File: src/rtl/csi2_tx_pkg.sv
// rtl/csi2_tx_pkg.sv - shared types and defaults for the CSI-2 TX frame path
package csi2_tx_pkg;

    typedef enum logic [2:0] {
        ST_IDLE     = 3'd0,
        ST_FS       = 3'd1,
        ST_FWD      = 3'd2,
        ST_WAIT_REP = 3'd3,
        ST_LGAP     = 3'd4,
        ST_FE       = 3'd5,
        ST_FGAP     = 3'd6
    } seq_state_t;

    typedef enum logic {
        SRC_LIVE    = 1'b0,
        SRC_PATTERN = 1'b1
    } src_t;

    localparam int DEF_WORDS_PER_LINE = 256;

endpackage

File: src/rtl/csi2_tx_gap_timer.sv
// rtl/csi2_tx_gap_timer.sv - loadable down-counter timing line and frame blanking
module csi2_tx_gap_timer
    import csi2_tx_pkg::*;
#(
    parameter int W = 4
) (
    input  logic         clk,
    input  logic         rst_n,
    input  logic         load_i,
    input  logic [W-1:0] value_i,
    output logic         expired_o
);

    logic [W-1:0] cnt_q;
    logic [W-1:0] cnt_d;

    always_comb begin
        cnt_d = cnt_q;
        if (load_i) begin
            cnt_d = value_i;
        end else if (cnt_q != '0) begin
            cnt_d = cnt_q - 1'b1;
        end
    end

    always_ff @(posedge clk or negedge rst_n) begin
        if (!rst_n) begin
            cnt_q <= '0;
        end else begin
            cnt_q <= cnt_d;
        end
    end

    // Loaded with N on the entry edge, so the last of N gap cycles sees 1.
    assign expired_o = (cnt_q == W'(1));

endmodule

File: src/rtl/csi2_tx_frame_sequencer.sv
// rtl/csi2_tx_frame_sequencer.sv - frame/line sequencer feeding the CSI-2 TX line repeater
module csi2_tx_frame_sequencer
    import csi2_tx_pkg::*;
#(
    parameter int LINES_PER_FRAME  = 16,
    parameter int WORDS_PER_LINE   = DEF_WORDS_PER_LINE,
    parameter int LINE_GAP_CYCLES  = 32,
    parameter int FRAME_GAP_CYCLES = 1024
) (
    input  logic        clk,
    input  logic        rst_n,
    input  logic        enable,
    input  logic        src_sel,
    input  logic [15:0] s0_axis_tdata,
    input  logic        s0_axis_tvalid,
    input  logic        s0_axis_tlast,
    output logic        s0_axis_tready,
    input  logic [15:0] s1_axis_tdata,
    input  logic        s1_axis_tvalid,
    input  logic        s1_axis_tlast,
    output logic        s1_axis_tready,
    output logic [15:0] m_axis_tdata,
    output logic        m_axis_tvalid,
    output logic        m_axis_tlast,
    output logic        m_axis_tuser,
    input  logic        m_axis_tready,
    input  logic        rep_done,
    output logic        fs_req,
    output logic        fe_req,
    input  logic        fs_ack,
    input  logic        fe_ack,
    output logic        busy,
    output logic        src_active,
    output logic [15:0] frame_count,
    output logic        len_err
);

    localparam int WC_W    = (WORDS_PER_LINE > 1) ? $clog2(WORDS_PER_LINE) : 1;
    localparam int LC_W    = $clog2(LINES_PER_FRAME + 1);
    localparam int GAP_MAX = (LINE_GAP_CYCLES > FRAME_GAP_CYCLES) ? LINE_GAP_CYCLES : FRAME_GAP_CYCLES;
    localparam int GAP_W   = (GAP_MAX > 0) ? $clog2(GAP_MAX + 1) : 1;

    seq_state_t      state_q;
    src_t            src_active_q;
    logic [WC_W-1:0] word_cnt_q;
    logic [LC_W-1:0] line_cnt_q;
    logic [LC_W-1:0] line_cnt_d;
    logic            fs_req_q;
    logic            fe_req_q;
    logic            busy_q;
    logic            len_err_q;
    logic [15:0]     frame_count_q;

    logic             fwd;
    logic [15:0]      sel_tdata;
    logic             sel_tvalid;
    logic             sel_tlast;
    logic             last_word;
    logic             beat;
    logic             gap_load;
    logic [GAP_W-1:0] gap_value;
    logic             gap_expired;

    always_comb begin
        sel_tdata  = s0_axis_tdata;
        sel_tvalid = s0_axis_tvalid;
        sel_tlast  = s0_axis_tlast;
        if (src_active_q == SRC_PATTERN) begin
            sel_tdata  = s1_axis_tdata;
            sel_tvalid = s1_axis_tvalid;
            sel_tlast  = s1_axis_tlast;
        end
    end

    assign fwd        = (state_q == ST_FWD);
    assign last_word  = (word_cnt_q == WC_W'(WORDS_PER_LINE - 1));
    assign beat       = fwd && sel_tvalid && m_axis_tready;
    assign line_cnt_d = line_cnt_q + 1'b1;

    // A zero-length gap never loads the timer; the FSM bypasses the gap state instead.
    assign gap_load  = ((state_q == ST_WAIT_REP) && rep_done && (LINE_GAP_CYCLES != 0)) ||
                       ((state_q == ST_FE) && fe_ack && (FRAME_GAP_CYCLES != 0));
    assign gap_value = (state_q == ST_FE) ? GAP_W'(FRAME_GAP_CYCLES) : GAP_W'(LINE_GAP_CYCLES);

    csi2_tx_gap_timer #(
        .W (GAP_W)
    ) u_gap_timer (
        .clk       (clk),
        .rst_n     (rst_n),
        .load_i    (gap_load),
        .value_i   (gap_value),
        .expired_o (gap_expired)
    );

    always_ff @(posedge clk or negedge rst_n) begin
        if (!rst_n) begin
            state_q       <= ST_IDLE;
            src_active_q  <= SRC_LIVE;
            word_cnt_q    <= '0;
            line_cnt_q    <= '0;
            fs_req_q      <= 1'b0;
            fe_req_q      <= 1'b0;
            busy_q        <= 1'b0;
            len_err_q     <= 1'b0;
            frame_count_q <= '0;
        end else begin
            len_err_q <= beat && (sel_tlast != last_word);
            case (state_q)
                ST_IDLE: if (enable) begin
                    src_active_q <= src_t'(src_sel);
                    line_cnt_q   <= '0;
                    word_cnt_q   <= '0;
                    fs_req_q     <= 1'b1;
                    busy_q       <= 1'b1;
                    state_q      <= ST_FS;
                end
                ST_FS: if (fs_ack) begin
                    fs_req_q <= 1'b0;
                    state_q  <= ST_FWD;
                end
                ST_FWD: if (beat) begin
                    if (last_word) begin
                        word_cnt_q <= '0;
                        state_q    <= ST_WAIT_REP;
                    end else begin
                        word_cnt_q <= word_cnt_q + 1'b1;
                    end
                end
                ST_WAIT_REP: if (rep_done) begin
                    line_cnt_q <= line_cnt_d;
                    if (LINE_GAP_CYCLES != 0) begin
                        state_q <= ST_LGAP;
                    end else if (line_cnt_d == LC_W'(LINES_PER_FRAME)) begin
                        fe_req_q <= 1'b1;
                        state_q  <= ST_FE;
                    end else begin
                        state_q <= ST_FWD;
                    end
                end
                ST_LGAP: if (gap_expired) begin
                    if (line_cnt_q == LC_W'(LINES_PER_FRAME)) begin
                        fe_req_q <= 1'b1;
                        state_q  <= ST_FE;
                    end else begin
                        state_q <= ST_FWD;
                    end
                end
                ST_FE: if (fe_ack) begin
                    fe_req_q      <= 1'b0;
                    frame_count_q <= frame_count_q + 16'd1;
                    if (FRAME_GAP_CYCLES != 0) begin
                        state_q <= ST_FGAP;
                    end else begin
                        busy_q  <= 1'b0;
                        state_q <= ST_IDLE;
                    end
                end
                ST_FGAP: if (gap_expired) begin
                    busy_q  <= 1'b0;
                    state_q <= ST_IDLE;
                end
                default: begin
                    busy_q  <= 1'b0;
                    state_q <= ST_IDLE;
                end
            endcase
        end
    end

    assign m_axis_tdata   = fwd ? sel_tdata : '0;
    assign m_axis_tvalid  = fwd && sel_tvalid;
    assign m_axis_tlast   = fwd && last_word;
    assign m_axis_tuser   = fwd && (line_cnt_q == '0) && (word_cnt_q == '0);
    assign s0_axis_tready = fwd && (src_active_q == SRC_LIVE) && m_axis_tready;
    assign s1_axis_tready = fwd && (src_active_q == SRC_PATTERN) && m_axis_tready;
    assign fs_req         = fs_req_q;
    assign fe_req         = fe_req_q;
    assign busy           = busy_q;
    assign src_active     = src_active_q;
    assign frame_count    = frame_count_q;
    assign len_err        = len_err_q;

endmodule

File: config.mk
export PLATFORM = sky130hd
export DESIGN_NAME = csi2_tx_frame_sequencer
export DESIGN_NICKNAME = d
export VERILOG_FILES = /design/src/rtl/csi2_tx_pkg.sv /design/src/rtl/csi2_tx_gap_timer.sv /design/src/rtl/csi2_tx_frame_sequencer.sv
export SDC_FILE = /design/constraint.sdc
export NUM_CORES = 1
export LEC_CHECK = 0
export ABC_AREA = 1
export CAP_MARGIN = 15
export CORE_ASPECT_RATIO = 1.4
export CORE_UTILIZATION = 48
export CTS_CLUSTER_SIZE = 28
export DETAILED_ROUTE_END_ITERATION = 7
export GPL_ROUTABILITY_DRIVEN = 0
export PLACE_DENSITY = 0.9
export SLEW_MARGIN = 20
export SYNTH_ARGS = -nofsm -noshare
export SYNTH_HDL_FRONTEND = slang
export SYNTH_SLANG_ARGS = --single-unit
File: constraint.sdc
create_clock -name clk -period 2.28 [get_ports clk]
set_input_delay 0.684 -clock clk [delete_from_list [all_inputs] [get_ports clk]]
set_output_delay 0.684 -clock clk [all_outputs]
set_load 0.03 [all_outputs]
**Word level (Yosys, flattened, before mapping)**

Index checks and enable logic that the tools add are counted.

- Register bits: 48
- Bits in latches: 0
- Bits in writable memories: 0
- Memory bits (read-only): 0
- Output and inout port bits: 42
- Memories: 0

- $add $sub $neg: 4
- Multipliers: 0
- Divide/modulo/power cells: 0
- Magnitude comparators: 0
- Equality and inequality tests: 19
- Shifts and indexed selects: 0
- Mux-type cells: 33
- Bitwise logic cells: 2
- Reductions and logical operators: 31

Operators with widths:

| operator | count |
|---|---|
| 11-bit two-way mux | 3 |
| 16-bit two-way mux | 2 |
| 3-bit two-way mux | 9 |
| 8-bit two-way mux | 3 |
| 3-bit one-hot mux with 7 select lines | 1 |
| 16-bit by 1-bit adder with 16-bit output, second input constant | 1 |
| 8-bit one-hot mux with 2 select lines | 1 |
| 2-bit inequality test, second input constant | 7 |
| 1-bit logical AND | 12 |
| 3-bit AND reduction | 4 |
| 11-bit by 1-bit equality test with 1-bit output, second input constant | 1 |
| 11-bit nonzero test | 1 |
| 11-bit by 1-bit subtractor with 11-bit output, second input constant | 1 |
| 5-bit two-way mux | 2 |
| 5-bit one-hot mux with 2 select lines | 1 |
| 2-bit nonzero test | 5 |
| 3-bit equality test, second input constant | 3 |
| 8-bit by 1-bit adder with 8-bit output, second input constant | 1 |
| 8-bit equality test, second input constant | 1 |
| 8-bit logical NOT | 1 |
| 1-bit two-way mux | 8 |
| 8-bit AND reduction | 1 |
| 3-bit by 2-bit equality test with 1-bit output, second input constant | 2 |
| 5-bit by 1-bit adder with 5-bit output, second input constant | 1 |
| 13 further kinds | 17 |

**Longest topological paths before layout**

Gate-level depths: netlist of run 1.

- Word-level depth: 5
- Gate-level depth with buffers: 10
- Depth with buffers taken out: 10

**Modules after synthesis**

Synthesis of run 1 repeated with hierarchy kept, for this count alone.

- Cell total of the unflattened synthesis: 466
- Area total of the unflattened synthesis: 3,243.1 µm²

By module, submodules not included:

| module | instances | cells an instance | area each (µm²) | sequential area each (µm²) |
|---|---|---|---|---|
| csi2_tx_frame_sequencer | 1 | 357 | 2,489.9 | 925.9 |
| csi2_tx_gap_timer | 1 | 109 | 753.2 | 275.3 |

**Worst setup path before layout of run 1**

Ideal clock, no wire load.

- Path type: flip-flop to output port
- From: reg state_q[2]
- To: out m_axis_tuser
- Arrival: 1.758 ns
- Slack: -0.162 ns
- Stages on the path, launching flop included: 4
- Cells stage by stage: dfrtp_1 nor2_2 nand2_2 nor4_1

- Cells in the longest elaborated chain, start to end: 3

RTL lines:

| what | line | RTL |
|---|---|---|
| from (decl) | csi2_tx_frame_sequencer.sv:43 | `seq_state_t state_q;` |
| from (signal assigned) | csi2_tx_frame_sequencer.sv:97 | `state_q <= ST_IDLE;` |
| from (signal assigned) | csi2_tx_frame_sequencer.sv:115 | `state_q <= ST_FS;` |
| from (signal assigned) | csi2_tx_frame_sequencer.sv:119 | `state_q <= ST_FWD;` |
| 3-bit by 2-bit equality test with 1-bit output | csi2_tx_frame_sequencer.sv:75 | `assign fwd = (state_q == ST_FWD);` |
| 1-bit logical AND (2 in series) | csi2_tx_frame_sequencer.sv:173 | `assign m_axis_tuser = fwd && (line_cnt_q == '0) && (word_cnt_q == '0);` |
| to (decl) | csi2_tx_frame_sequencer.sv:25 | `output logic m_axis_tuser,` |

Every way passes these cells.

**Final worst setup path of run 1**

- From: in s1_axis_tdata[4]
- To: out m_axis_tdata[4]

- Cells in the longest elaborated chain, start to end: 2

RTL lines:

| what | line | RTL |
|---|---|---|
| from (decl) | csi2_tx_frame_sequencer.sv:18 | `input logic [15:0] s1_axis_tdata,` |
| 16-bit two-way mux | csi2_tx_frame_sequencer.sv:68 | `if (src_active_q == SRC_PATTERN) begin` |
| 16-bit two-way mux | csi2_tx_frame_sequencer.sv:170 | `assign m_axis_tdata = fwd ? sel_tdata : '0;` |
| to (decl) | csi2_tx_frame_sequencer.sv:22 | `output logic [15:0] m_axis_tdata,` |

Every way passes these cells.

==> results of run 1 <==
==> cell type report <==
type	instances	area, um^2	area share [%]
clock buffers	7	86.3	2.01
flip-flops and latches	48	1210	28.1
multi-input cells	327	1720	40.2
well taps	72	90.1	2.10
clock inverters	1	7.51	0.175
repair buffers	106	968	22.6
inverters	55	206	4.81
==> per-stage QoR <==
step                      power [mW]  worst slack [ns]  hold slack [ns]  util (%)
after floorplan                 2.88            -0.120            0.388         -
after global placement          3.57            0.0284            0.469      65.0
after detailed placement        3.63          0.000929            0.471      65.0
after CTS                       4.19           0.00252            0.491      66.9
after global routing            4.68           -0.0123            0.520      69.1
final                           4.33            0.0285            0.474      69.1
==> worst max-delay path by stage <==
| stage | startpoint | cells past startpoint | to |
|---|---|---|---|
| final | s1_axis_tdata[4] | 4 | m_axis_tdata[4] |
| after global routing | state_q[2] | 5 | m_axis_tdata[3] |
| after CTS | s1_axis_tvalid | 6 | m_axis_tvalid |
| after detailed placement | s1_axis_tvalid | 6 | m_axis_tvalid |
| after global placement | s1_axis_tvalid | 6 | m_axis_tvalid |
| after floorplan | src_active | 4 | s1_axis_tready |
==> routing by layer <==
metal  wire [um]  part of all wire (%)  global-route usage, %  vias up
li1            -                     -                      -     1610
met4         216                   2.7                   10.7        0
met3         505                   6.3                   4.77       25
met1        2960                    37                   24.5     1477
met2        4270                    54                   45.4      172
met5           0                     0                      0        -
==> registers in the layout, summed over array words and instances, names as in the netlist, 3 cells and up <==
signal             cells
frame_count           16
line_cnt_q             5
state_q                3
word_cnt_q             8
u_gap_timer.cnt_q     11
==> synth_stat cells, drive strengths merged <==
cell type and number:
nor3b 1, nand3 31, xnor2 4, nand4 18
a21o 1, nand3b 2, o21ai 19, nor4 1
nand2 140, clkbuf 3, ha 7, xor2 12
inv 55, a21boi 1, o21bai 1, nor2 48
a21oi 26, nor3 12, or2 3, dfrtp 48
buf 6
==> worst max-delay path: cells and delay by family <==
kind	cells	cell delay (ns)
AOI/OAI and AO/OA	1	0.17
buffers and inverters	2	0.63
and+or+nand+nor	1	0.08
==> kinds of logic after synthesis <==
logic type                 after synthesis  synth area share [%]
AOI/OAI and AO/OA                       48                  8.08
xor gates and xnor gates                16                  4.57
adders and majority gates                7                  2.86
buffers and inverters                   64                  8.41
DFF                                     48                  39.2
and+or+nand+nor                        256                  36.9
==> power breakdown <==
group | total (mW) | leakage, nW | internal (mW) | switching [mW]
clock network | 0.534 | 0.0445 | 0.247 | 0.286
logic | 2.46 | 1.44 | 0.961 | 1.50
registers | 1.34 | 0.623 | 1.09 | 0.243
total | 4.33 | 2.11 | 2.30 | 2.03
==> what timing repair did <==
| action | in CTS | in global routing |
|---|---|---|
| setup endpoints to repair | 21 | 18 |
| buffers inserted | 1 | 8 |
| gates resized for setup | 6 | 25 |
| pin swaps | 0 | 7 |
| endpoints found under the hold margin | 0 | 0 |
==> flow_metrics.tcl, run 1 <==
set metrics [dict create \
    status "finished, final reports clean" \
    drc_errors 0 \
    fmax_mhz 444 \
    antenna_cells 0 \
    r2r-end "word_cnt_q[5]" \
    crit_fanout 1 \
    slowest_stage "clkdlybuf4s50_1" \
    ys_warn_count 0 \
    syn_to_final_growth_pct 39.9 \
    synth.avg_cell_area_um2 6.98 \
    yosys.cell_types.count 30 \
    final-max-slew-violation-count 0 \
    clkSinkCount 48 \
    first_iter_violations 161 \
    core_area_mm2 0.00621 \
    final-setup-viol-count 0 \
    die_y_um 96.6 \
    drt-total-wl_um 7960 \
    die_w_um 69.5 \
    grt_pass1_wl_um 12800 \
    synthCells 439 \
    numPortBuffers 85 \
    fin_setup_tns_ns 0 \
    num-fill-cells 501 \
    yosysTopAreaCellShare_pct 39.2 \
    worst_hold_path_type "in2async" \
    max-slew-margin-rel_pct 59.3 \
    crit_path_start_kind "input pin" \
    avgRoutedWirePerCell_um 12.9 \
    final_cell_area_mm2 0.00429 \
    r2r_cells 12 \
    postRouteAntennaNets 0 \
    hpwl_um 5850 \
    cts_tree "yes" \
    finalCriticalPeriod_ns 2.25 \
    htree_levels 2 \
    maxCapViolations 0 \
    r2r_slack_ns 0.37 \
    drive_gt1_share_pct 19.7 \
    path_clk_slew_ns 0.09 \
    ir_drop_uv 598 \
    clockBufferDepth 2 \
    critPathArrivalTime_ns 1.57 \
    final_nets 594 \
    grt_max_degree 49 \
    insertion_delay_ns 0.30 \
    worst_clock_skew_ns 0.0161 \
    mostFrequentLayoutCells "nand2_1, clkdlybuf4s50_1, inv_1, dfrtp_1, buf_4" \
    max_slew.worst_pin.slew_ns 0.611 \
    die_area_mm2 0.00671 \
    clockRootBuffer "clkbuf_8" \
    worstPathCellList "clkdlybuf4s50_1 > nand2_1 > a21oi_2 > buf_4" \
    power.leakage_nw 2.11 \
    vias 3284 \
    antenna_found_initial 0 \
    synth_area_mm2 0.00307 \
    r2r_start "src_active" \
    routed_via_density 5.33 \
    ios 86 \
    cellPowerDensity_mw_per_mm2 1010 \
    synth_nets 490 \
    layout_commonest_cell "nand2_1" \
    num_rows 34 \
    yosysSeqAreaShare_pct 39.2 \
    dr.pass1.iters 5 \
    crit_required_ns 1.60 \
    finalCritPeriodShare_pct 98.7 \
    ys_ff_latch 48 \
    grt_pass1_vias 3053 \
    cpPeakStageDelay_ns 0.45 \
    hold_violations 0 \
    place_area_mm2 0.00404 \
    end_kind "output pin" \
    layoutNonFillerInstCount 616 \
    start_util_pct 49.4 \
    netlist_top_cells_area "dfrtp_1, nand2_1, inv_1" \
    crit_type "in2out" \
    cts_hold_buf 0 \
    post-place-cells 599 \
    grt_usage_pct 23.5 \
    grt_setup_unrepaired "true" \
    numCtsBuffers 5 \
    synth_top_area_cell "dfrtp_1" \
    overflow 0 \
]
Note: power is estimated with default switching activity, not from simulation.
==> run 2: changes to the inputs <==
--- a/config.mk
+++ b/config.mk
@@ -8,11 +8,13 @@
 export ABC_AREA = 1
 export CAP_MARGIN = 15
 export CORE_ASPECT_RATIO = 1.4
-export CORE_UTILIZATION = 48
+export CORE_MARGIN = 3
+export CORE_UTILIZATION = 60
 export CTS_CLUSTER_SIZE = 28
 export DETAILED_ROUTE_END_ITERATION = 7
+export DONT_BUFFER_PORTS = 1
 export GPL_ROUTABILITY_DRIVEN = 0
-export PLACE_DENSITY = 0.9
+export PLACE_DENSITY = 0.86
 export SLEW_MARGIN = 20
 export SYNTH_ARGS = -nofsm -noshare
 export SYNTH_HDL_FRONTEND = slang
==> run 2 against run 1 <==
Against the previous run:
- core utilization is 3.7 points higher
- hold slack got worse by 0.41 ns
- final cell count fell by 13%
- highest routed layer unchanged
==> flow_metrics.tcl, run 2 (synthesized netlist as in run 1, its figures left out) <==
set metrics [dict create \
    die_w_um 66.4 \
    seq_area_mm2 0.00120 \
    grt_usage_pct 25.4 \
    crit_path_end "m_axis_tuser" \
    finalCriticalPeriod_ns 2.21 \
    insertion_delay_ns 0.30 \
    hold_violations 0 \
    grt_pass1_vias 2827 \
    max_slew.worst_pin.slew_ns 0.531 \
    crit_fanout 11 \
    cts_hold_buf 0 \
    slowest_stage "dfrtp_1" \
    numPortBuffers 0 \
    syn_to_final_growth_pct 15.8 \
    num-fill-cells 362 \
    end_kind "output pin" \
    fin_hold_ws_ns 0.0616 \
    final_cell_area_mm2 0.00355 \
    cts_tree "yes" \
    post-place-cells 524 \
    avgRoutedWirePerCell_um 13.8 \
    finalCritPeriodShare_pct 97.1 \
    clkSinkCount 48 \
    antenna_cells 0 \
    die_y_um 90.6 \
    fmax_mhz 452 \
    max-slew-margin-rel_pct 64.3 \
    worst_hold_path_type "in2async" \
    status "finished, final reports clean" \
    worstPathCellList "nor2_4 > nand2_4 > nor4_2 > buf_4" \
    vias 2980 \
    overflow 0 \
    grt_setup_unrepaired "false" \
    layout_commonest_cell "nand2_1" \
    num_rows 30 \
    die_area_mm2 0.00602 \
    first_iter_violations 268 \
    cpPeakStageDelay_ns 0.42 \
    r2r_cells 8 \
    r2r_slack_ns 0.24 \
    path_clk_slew_ns 0.10 \
    crit_required_ns 1.60 \
    power.leakage_nw 1.81 \
    drc_errors 0 \
    crit_path_start_kind "flop" \
    cellPowerDensity_mw_per_mm2 1160 \
    hpwl_um 5450 \
    ir_drop_uv 964 \
    largest_register_ff_count 16 \
    drive_gt1_share_pct 18.2 \
    multiInputGateArea_mm2 0.00169 \
    final-max-slew-violation-count 0 \
    routed_via_density 5.56 \
    grt_pass1_wl_um 12300 \
    core_area_mm2 0.00488 \
    numCtsBuffers 5 \
    critPathArrivalTime_ns 1.53 \
    worst_clock_skew_ns 0.00882 \
    ios 86 \
    antenna_found_initial 0 \
    maxCapViolations 0 \
    postRouteAntennaNets 0 \
    clockRootBuffer "clkbuf_8" \
    htree_levels 2 \
    place_area_mm2 0.00337 \
    final_nets 522 \
    final-setup-viol-count 0 \
    grt_max_degree 49 \
    clockBufferDepth 2 \
    r2r_start "frame_count[1]" \
    drt-total-wl_um 7420 \
    fin_setup_tns_ns 0 \
    layoutNonFillerInstCount 536 \
    dr.pass1.iters 4 \
    start_util_pct 62.8 \
    crit_start "state_q[2]" \
    crit_type "reg2out" \
    mostFrequentLayoutCells "nand2_1, dfrtp_1, inv_1" \
    r2r-end "frame_count[14]" \
]
[run 2: changes by cell type in the layout (fill, tap and decap cells not counted), moves of 3 or more]
cell             previous run  this run
clkdlybuf4s50_1            59         0
buf_4                      39        34
nand2_2                     8         5
buf_6                       3         0
dfrtp_2                     4         0
dfrtp_1                    44        48
dlymetal6s2s_1              3         0
[run 2: final cells by class]
class	instances	area share, %
Sequential cell	48	33.9
Clock buffer	5	1.94
Timing Repair Buffer	34	7.19
Multi-Input combinational cell	327	47.6
Tap cell	64	2.26
Inverter	55	5.82
Clock inverter	3	1.30
[run 2: stage by stage]
stage	setup slack (ns)	power [mW]	util (%)
floorplan	-0.120	2.88	-
global placement	0.251	3.31	69.0
detailed placement	0.181	3.38	69.0
CTS	0.00259	4.07	71.7
global route	0.000766	4.46	72.7
finish	0.0666	4.13	72.7
[run 2: worst max-delay path, delay by kind of cell, from the launching register on]
| family | cells | cell delay, ns |
|---|---|---|
| buf+inv | 1 | 0.20 |
| flops | 1 | 0.42 |
| simple gates | 3 | 0.61 |
[run 2: power breakdown]
part / internal, mW / switching [mW] / total (mW)
clock: 0.331 / 0.304 / 0.634
combinational: 0.742 / 1.31 / 2.05
sequential: 1.09 / 0.353 / 1.44
total: 2.16 / 1.97 / 4.13
[run 2: worst min path at each step]
| stage | from | end | slack (ns) | cells past startpoint |
|---|---|---|---|---|
| after floorplan | rst_n | busy | 0.39 | 0 |
| after global placement | rst_n | u_gap_timer.cnt_q[2] | 0.39 | 0 |
| after detailed placement | rst_n | u_gap_timer.cnt_q[2] | 0.39 | 0 |
| after CTS | rst_n | u_gap_timer.cnt_q[2] | 0.05 | 0 |
| after global routing | rst_n | frame_count[5] | 0.04 | 0 |
| final | rst_n | u_gap_timer.cnt_q[1] | 0.06 | 0 |
[run 2: layer usage]
metal	GRT usage, %	wire (um)
met1	29.1	2820
met2	46.1	3900
met3	4.61	543
met4	7.97	154
met5	0	0
[run 2: what timing repair did]
| item | CTS | global route |
|---|---|---|
| gates cloned | 0 | 0 |
| gates resized for setup | 3 | 8 |
| buffers inserted | 0 | 4 |
| setup endpoints to repair | 15 | 10 |
==> run 3: changes to the inputs <==
--- a/config.mk
+++ b/config.mk
@@ -8,7 +8,6 @@
 export ABC_AREA = 1
 export CAP_MARGIN = 15
 export CORE_ASPECT_RATIO = 1.4
-export CORE_MARGIN = 3
 export CORE_UTILIZATION = 60
 export CTS_CLUSTER_SIZE = 28
 export DETAILED_ROUTE_END_ITERATION = 7
==> constraint.sdc (replaced) <==
create_clock -name clk -period 2.28 [get_ports clk]
set_input_delay 0.684 -clock clk [delete_from_list [all_inputs] [get_ports clk]]
set_output_delay 0.684 -clock clk [all_outputs]
set_load 0.05 [all_outputs]
==> run 3 against run 2 <==
Against the previous run:
- count of clock-buffer cells in the layout is 1 higher
- hold slack better by 0.00079 ns
- die area is 10% lower
- clock power is 3% lower
- first-iteration DRC count is 24% lower
- largest cell class unchanged
==> flow_metrics.tcl, run 3 (synthesized netlist as in run 1, its figures left out) <==
set metrics [dict create \
    drive_gt1_share_pct 20.7 \
    start_util_pct 62.8 \
    antenna_cells 0 \
    utilization_pct 79.6 \
    cellPowerDensity_mw_per_mm2 1230 \
    post-place-cells 529 \
    die_y_um 86.6 \
    crit_type "reg2out" \
    antenna_found_initial 0 \
    drt-total-wl_um 7820 \
    worst_hold_path_type "in2async" \
    slowest_stage "dfrtp_2" \
    final_nets 529 \
    fmax_mhz 439 \
    drc_errors 0 \
    clockBufferDepth 2 \
    cpPeakStageDelay_ns 0.46 \
    numPortBuffers 0 \
    numCtsBuffers 5 \
    clkSinkCount 48 \
    final-max-slew-violation-count 0 \
    power.leakage_nw 1.92 \
    overflow 0 \
    grt_setup_unrepaired "true" \
    routed_via_density 5.56 \
    crit_required_ns 1.60 \
    die_w_um 62.4 \
    syn_to_final_growth_pct 26.7 \
    mostFrequentLayoutCells "nand2_1, dfrtp_1, inv_1" \
    largest_register_ff_count 16 \
    dr.pass1.iters 5 \
    cts_hold_buf 0 \
    worst_clock_skew_ns 0.00650 \
    core_area_mm2 0.00488 \
    grt_max_degree 49 \
    fin_setup_tns_ns 0 \
    grt_usage_pct 27.4 \
    pre_cts_slack_ns 0.244 \
    insertion_delay_ns 0.30 \
    end_kind "output pin" \
    finalCriticalPeriod_ns 2.28 \
    status "finished, final reports clean" \
    crit_family "simple AND/OR/NAND/NOR gates" \
    setup_slack_ns 0.00121 \
    die_area_mm2 0.00540 \
    hpwl_um 5580 \
    p_total_mw 4.77 \
    vias 3018 \
    htree_levels 2 \
    final_cell_area_mm2 0.00388 \
    layoutNonFillerInstCount 543 \
    layout_commonest_cell "nand2_1" \
    first_iter_violations 203 \
    ir_drop_uv 766 \
    critPathArrivalTime_ns 1.59 \
    clockRootBuffer "clkbuf_8" \
    finalCritPeriodShare_pct 99.9 \
    fin_hold_ws_ns 0.0624 \
    postRouteAntennaNets 0 \
    ios 86 \
    avgRoutedWirePerCell_um 14.4 \
    cp_num_buf_inv 1 \
    path_clk_slew_ns 0.09 \
    grt_pass1_vias 2862 \
    final-setup-viol-count 0 \
    maxCapViolations 0 \
    num_rows 30 \
    crit_path_start_kind "flop" \
    worstPathCellList "nor2_1 > nand3_2 > nor4_4 > buf_6" \
    max-slew-margin-rel_pct 58.9 \
    grt_pass1_wl_um 11900 \
    cts_tree "yes" \
    place_area_mm2 0.00362 \
    crit_fanout 7 \
    hold_violations 0 \
    max_slew.worst_pin.slew_ns 0.616 \
]
[run 3: final timing paths]
check / from / endpoint / slack [ns] / cells past startpoint
worst max-delay path: word_cnt_q[4] / m_axis_tuser / 0.001 / 4
worst min-delay path: rst_n / word_cnt_q[5] / 0.06 / 0
worst max register to register: state_q[0] / word_cnt_q[5] / 0.37 / 10
worst min register to register: frame_count[3] / frame_count[3] / 0.52 / 1
max in group asynchronous: rst_n / src_active / 2.10 / 0
min in group clk: frame_count[3] / frame_count[3] / 0.52 / 1
[run 3: routing by layer]
metal	vias to the layer above	share of wire [%]	wire length [um]	global-route usage, %
met5	-	0	0	0
met2	97	55	4340	52.7
met4	0	2.8	217	10.6
met1	1418	37	2910	28.9
li1	1480	-	-	-
met3	23	4.6	362	5.92
[run 3: layout make-up]
| class | instances | area, um^2 |
|---|---|---|
| Clock buffer | 6 | 72.6 |
| Tap cell | 64 | 80.1 |
| Fill cell | 327 | 995 |
| Clock inverter | 2 | 35.0 |
| Timing Repair Buffer | 41 | 499 |
| Sequential cell | 48 | 1200 |
| Inverter | 55 | 206 |
| Multi-Input combinational cell | 327 | 1790 |
[run 3: report_power, final]
part,switching [mW],internal [mW]
Combinational,1.69,0.978
Clock,0.291,0.326
Sequential,0.397,1.09
[run 3: repair_timing]
item,4_1_cts,5_1_grt
endpoints found under the setup margin,20,10
pin swaps,1,2
buffers inserted,3,1
gates cloned,0,2
gates resized for setup,6,16
